$ cat src/rtl/frame_fifo.sv
// ---------------------------------------------------------------------------
// frame_fifo : store-and-forward frame FIFO with atomic drop of bad frames.
// Optional statistics outputs are enabled with FRAME_FIFO_STATS_EN.
// Revision  : 1.0
// ---------------------------------------------------------------------------
`default_nettype none

module frame_fifo #(
  parameter int DATA_WIDTH = 8,
  parameter int ADDR_WIDTH = 8,
  parameter int FCNT_WIDTH = 8
) (
  input  logic                  clk,
  input  logic                  rst,
  input  logic                  wr_valid,
  input  logic [DATA_WIDTH-1:0] wr_data,
  input  logic                  wr_last,
  input  logic                  wr_err,
  input  logic                  rd_ready,
  output logic                  rd_valid,
  output logic [DATA_WIDTH-1:0] rd_data,
  output logic                  rd_last,
  output logic                  frame_avail,
  output logic [FCNT_WIDTH-1:0] frame_cnt,
  output logic [ADDR_WIDTH:0]   level,
  output logic                  full,
  output logic                  drop_pulse
`ifdef FRAME_FIFO_STATS_EN
  ,
  output logic [15:0]           drop_cnt,
  output logic [15:0]           ovf_cnt,
  output logic [ADDR_WIDTH:0]   max_level
`endif
);

  localparam int                   DEPTH    = 2 ** ADDR_WIDTH;
  localparam logic [ADDR_WIDTH:0]  DEPTH_L  = {1'b1, {ADDR_WIDTH{1'b0}}};
  localparam logic [ADDR_WIDTH:0]  PTR_ONE  = {{ADDR_WIDTH{1'b0}}, 1'b1};
  localparam logic [FCNT_WIDTH-1:0] FCNT_MAX = {FCNT_WIDTH{1'b1}};

  typedef enum logic [0:0] {
    S_WRITE = 1'b0,
    S_DROP  = 1'b1
  } wstate_t;

  logic [DATA_WIDTH:0] mem [DEPTH];
  logic [ADDR_WIDTH:0] wr_ptr, cm_ptr, rd_ptr;
  wstate_t             state;

  logic wr_en, commit, drop_now, ovf_now, load, last_hs;

  assign level       = wr_ptr - rd_ptr;
  assign full        = (level == DEPTH_L);
  assign frame_avail = |frame_cnt;

  assign wr_en   = (state == S_WRITE) && wr_valid && !full;
  assign commit  = wr_en && wr_last && !wr_err;
  assign load    = (!rd_valid || rd_ready) && (rd_ptr != cm_ptr);
  assign last_hs = rd_valid && rd_ready && rd_last;

  // A drop in DROP state or on a full FIFO is an overflow; otherwise it is wr_err.
  always_comb begin
    drop_now = 1'b0;
    ovf_now  = 1'b0;
    if (wr_valid && wr_last) begin
      if (state == S_DROP || full) begin
        drop_now = 1'b1;
        ovf_now  = 1'b1;
      end else if (wr_err) begin
        drop_now = 1'b1;
      end
    end
  end

  always_ff @(posedge clk) begin
    if (wr_en) mem[wr_ptr[ADDR_WIDTH-1:0]] <= {wr_last, wr_data};
  end

  always_ff @(posedge clk) begin
    if (rst) begin
      wr_ptr     <= '0;
      cm_ptr     <= '0;
      state      <= S_WRITE;
      drop_pulse <= 1'b0;
    end else begin
      drop_pulse <= drop_now;
      if (drop_now)   wr_ptr <= cm_ptr;
      else if (wr_en) wr_ptr <= wr_ptr + PTR_ONE;
      if (commit)     cm_ptr <= wr_ptr + PTR_ONE;
      case (state)
        S_WRITE: if (wr_valid && full && !wr_last) state <= S_DROP;
        S_DROP:  if (wr_valid && wr_last)          state <= S_WRITE;
        default: state <= S_WRITE;
      endcase
    end
  end

  always_ff @(posedge clk) begin
    if (rst) begin
      rd_ptr   <= '0;
      rd_valid <= 1'b0;
      rd_data  <= '0;
      rd_last  <= 1'b0;
    end else if (load) begin
      {rd_last, rd_data} <= mem[rd_ptr[ADDR_WIDTH-1:0]];
      rd_ptr             <= rd_ptr + PTR_ONE;
      rd_valid           <= 1'b1;
    end else if (rd_valid && rd_ready) begin
      rd_valid <= 1'b0;
    end
  end

  // A commit coinciding with a last-word handshake leaves the count unchanged.
  always_ff @(posedge clk) begin
    if (rst) begin
      frame_cnt <= '0;
    end else if (commit && !last_hs) begin
      if (frame_cnt != FCNT_MAX) frame_cnt <= frame_cnt + 1'b1;
    end else if (last_hs && !commit && frame_cnt != '0) begin
      frame_cnt <= frame_cnt - 1'b1;
    end
  end

`ifdef FRAME_FIFO_STATS_EN
  always_ff @(posedge clk) begin
    if (rst) begin
      drop_cnt  <= '0;
      ovf_cnt   <= '0;
      max_level <= '0;
    end else begin
      if (drop_now && drop_cnt != 16'hFFFF) drop_cnt <= drop_cnt + 16'd1;
      if (ovf_now && ovf_cnt != 16'hFFFF)   ovf_cnt  <= ovf_cnt + 16'd1;
      if (level > max_level)                max_level <= level;
    end
  end
`endif

endmodule

`default_nettype wire

$ cat config.mk
export PLATFORM = sky130hd
export DESIGN_NAME = frame_fifo
export DESIGN_NICKNAME = d
export VERILOG_FILES = /design/src/rtl/frame_fifo.sv
export SDC_FILE = /design/constraint.sdc
export NUM_CORES = 2
export LEC_CHECK = 0
export BUFFER_PORTS_ARGS = -buffer_cell sky130_fd_sc_hd__buf_2
export CAP_MARGIN = 40
export CORE_UTILIZATION = 50
export CTS_CLUSTER_DIAMETER = 120
export CTS_CLUSTER_SIZE = 16
export DETAILED_ROUTE_END_ITERATION = 16
export GPL_TIMING_DRIVEN = 1
export PLACE_DENSITY = 0.63
export SYNTH_ARGS = -nofsm -noshare
export SYNTH_HDL_FRONTEND = slang
export SYNTH_SLANG_ARGS = --single-unit
$ cat constraint.sdc
create_clock -name clk -period 6.3 [get_ports clk]
set_input_delay 0 -clock clk [delete_from_list [all_inputs] [get_ports clk]]
set_output_delay 0 -clock clk [all_outputs]
set_load 0.01 [all_outputs]
==> results_dict.tcl <==
set metrics [dict create \
    synth_top_area_cell "edfxtp_1" \
    clock_path_buffers 3 \
    grt_pass1_wl_um 371000 \
    synth_flop_cell "edfxtp_1" \
    end_kind "register" \
    hold_start "wr_valid" \
    leakage_nw 31.4 \
    synth_enable_flop_cells 2304 \
    dp_cells 7192 \
    postRouteAntennaNets 0 \
    worstPathMaxFanout 8 \
    syn_nets 4677 \
    vias_per_cell 6.63 \
    routed_wirelength_um 264000 \
    synth.distinct_cells 74 \
    power_per_cell_area_nw_per_um2 348 \
    drive_gt1_share_pct 22.3 \
    final_hold_viol_count 0 \
    critical-path-slowest-cell "nor4_1" \
    cp_slowest_stage_delay_ps 490 \
    path_cells "inv_1 > ha_1 > inv_1 > fa_1 > a21o_1 > a21oi_1 > xnor2_1 > nor4_1 > a41oi_1 > and2_1 > nand2_1 > ha_1 > a21o_1 > a21oi_1 > o21bai_1 > a21oi_1 > o21bai_1 > a21oi_1 > mux2i_1 > mux2_2" \
    clockPowerShare_pct 28.5 \
    finalSetupViolations 0 \
    hold_depth 4 \
    drt_iter0_markers 7796 \
    crit_buf_inv 2 \
    numCtsBuffers 165 \
    synth_area_leaders "edfxtp_1 75%, mux4_2 11%, mux2i_1 2.5%" \
    cap_violations 0 \
    gp_congestion 0.893 \
    slew_violations 0 \
    cts.repair.resized 0 \
    r2r-start "wr_ptr[0]$_SDFFE_PP0P_" \
    cpMostUsedCell "a21oi_1" \
    die_w_um 432 \
    io_buffers 43 \
    utilization_pct 55.7 \
    internal_power_mw 25.6 \
    seq_area_frac_synth_pct 76.0 \
    synthesis.area_um2 92300 \
    min_to "wr_ptr[7]$_SDFFE_PP0P_" \
    dieArea_um2 186000 \
    insertion_delay_ps 830 \
    worst-endpoint-arrival_ps 5880 \
    skew_ps 43.1 \
    dp_hpwl_um 163000 \
    start_util_pct 50.3 \
    hold_buffers 20 \
    synth_seq_cells 2351 \
    fillCellCount 13739 \
    fin_nets 4962 \
    max_slew.worst_pin.slew_ps 1420 \
    hp-class "in -> reg" \
    power_frac_comb_pct 22.7 \
    top_level_ports 44 \
    num_vias 49488 \
    worstSetupPathType "reg -> reg" \
    ctsHtreeMaxLevel 4 \
    grt_remaining_overflow 0 \
    synth.top_cell.area_share_pct 75.0 \
    r2r_setup_slack_ps 1130 \
    grt_max_degree 200 \
    vdd_ir_drop_max_uv 340 \
    synthArstFlopShare_pct 0 \
    fp-row-count 157 \
    routedWlPerCell_um 35.3 \
    clkTransAtPathRegs_ps 80 \
    drc 0 \
    antenna_found_initial 15 \
    track_usage_pct 28.4 \
    startpoint "wr_ptr[0]$_SDFFE_PP0P_" \
    avgSynthCellArea_um2 19.9 \
    die_h_um 432 \
    first_global_vias 47587 \
    reg2reg_depth 20 \
    status "finished, final reports clean" \
    root_buffer "clkbuf_16" \
    stdcell_count 7461 \
    yosysWarningCount 0 \
    cts_tree "yes" \
    seq_power_share_pct 48.8 \
    rsz0062_at_grt "no" \
    areaGrowthSynthToFinish_pct 10.6 \
    cpLargestDelayFamily "compound AO/OA/AOI/OAI gates" \
    p_sw_mw 9.97 \
    coreArea_um2 183000 \
    rr_endpoint "frame_cnt[7]$_SDFFE_PP0P_" \
    power.share.switching_pct 28.1 \
    max_freq_mhz 193 \
    setup_tns_ps 0 \
    post-cts-setup-buffer-count 0 \
    slew_headroom_pct 5.24 \
    fin_crit_ps 5170 \
    period_share_pct 82.1 \
    cp-start-kind "register" \
    clkSinkCount 2351 \
    critPathRequiredTime_ps 7010 \
    synthCells 4642 \
    firstDrtPassIters 7 \
]
[metal layers]
metal / wire length [µm] / global-route usage, % / vias up
met4: 9660 / 9.55 / 6
met1: 104000 / 41.8 / 26087
met3: 31300 / 6.60 / 487
met5: 35 / 0 / -
li1: - / - / 19673
met2: 119000 / 42.1 / 3235
[synth_stat cells, types with 37 or more instances]
cell and n:
dfxtp_1 47, mux2i_1 235, buf_4 53, clkbuf_1 122, nand3_1 51, buf_2 64, mux2_2 44, edfxtp_1 2304
nor3_1 37, a21oi_1 109, nand2_1 101, o21ai_0 73, mux4_2 467, o22ai_1 57, nor2_1 359, a22oi_1 73
[state kept, by name (all words and copies together) (netlist names)]
register	cells
state	1
mem	2304
cm_ptr	9
rd_ptr	9
rd_data	8
frame_cnt	8
rd_last	1
drop_pulse	1
rd_valid	1
wr_ptr	9
[power groups by stage]
| stage | combinational [mW] | clock [mW] | sequential [mW] |
|---|---|---|---|
| 2_1_floorplan | 5.41 | 0 | 17.6 |
| 3_3_place_gp | 7.93 | 0 | 17.7 |
| 3_5_place_dp | 8.04 | 0 | 17.7 |
| 4_1_cts | 8.07 | 10.2 | 17.4 |
| 5_1_grt | 8.40 | 10.7 | 17.4 |
| 6_report | 8.07 | 10.1 | 17.4 |
[worst max-delay path by stage]
stage | to | slack [ps] | depth (start not counted)
after floorplan | frame_cnt[7]$_SDFFE_PP0P_ | 520 | 24
after global placement | frame_cnt[7]$_SDFFE_PP0P_ | 1290 | 20
after detailed placement | frame_cnt[7]$_SDFFE_PP0P_ | 1320 | 20
after CTS | frame_cnt[7]$_SDFFE_PP0P_ | 1260 | 20
after global routing | frame_cnt[7]$_SDFFE_PP0P_ | 870 | 20
final | frame_cnt[7]$_SDFFE_PP0P_ | 1130 | 20
[per-stage QoR]
stage | total power, mW | setup slack [ps] | cell area, µm² | hold slack [ps]
final | 35.5 | 1130 | 102000 | 242
after global routing | 36.5 | 867 | 102000 | 236
after global placement | 25.6 | 1290 | 95400 | 326
after detailed placement | 25.8 | 1320 | 97100 | 331
after CTS | 35.6 | 1260 | 102000 | 166
after floorplan | 23.0 | 518 | 92300 | 98.9
[worst min-delay path: cells and delay by family]
family	cells	cell delay [ps]
buffers and inverters	2	730
AO/OA/AOI/OAI	2	280
[layout make-up]
class | count | area [µm²] | area share (%)
flip-flops and latches | 2351 | 70100 | 68.7
multi-input cells | 1992 | 20700 | 20.3
clock buffers | 224 | 4500 | 4.41
repair buffers | 397 | 3430 | 3.36
well taps | 2464 | 3080 | 3.02
clock inverters | 9 | 128 | 0.125
inverters | 20 | 80.1 | 0.0785
diodes | 4 | 10.0 | 0.00981
[cells by family after synthesis]
logic type,synth area share (%)
buffers and inverters,1.71
muxes,14.5
AOI/OAI and AO/OA,4.12
DFF,76.0
adders and majority gates,0.301
and+or+nand+nor,3.01
xor gates and xnor gates,0.361
[placed cells by master (no fill, tap or decap), drive strengths merged, types with 9 or more instances in the layout]
cell	n
o2111ai	9
nor2b	9
o21ai	73
a22o	13
dlygate4sd3	20
mux4	467
mux2i	235
clkbuf	233
a311oi	13
xnor2	24
buf	367
a22oi	73
nand3	51
ha	19
edfxtp	2304
nor2	359
dfxtp	47
inv	26
nand4	15
nand2	101
nor3	37
a221oi	35
o22ai	57
nand2b	9
a31oi	12
a211oi	25
a221o	15
a21oi	109
nor4	21
o31ai	11
xor2	14
and3	10
mux2	44
o221ai	33
or3	9
No activity file was read; power rests on OpenSTA's default activity.
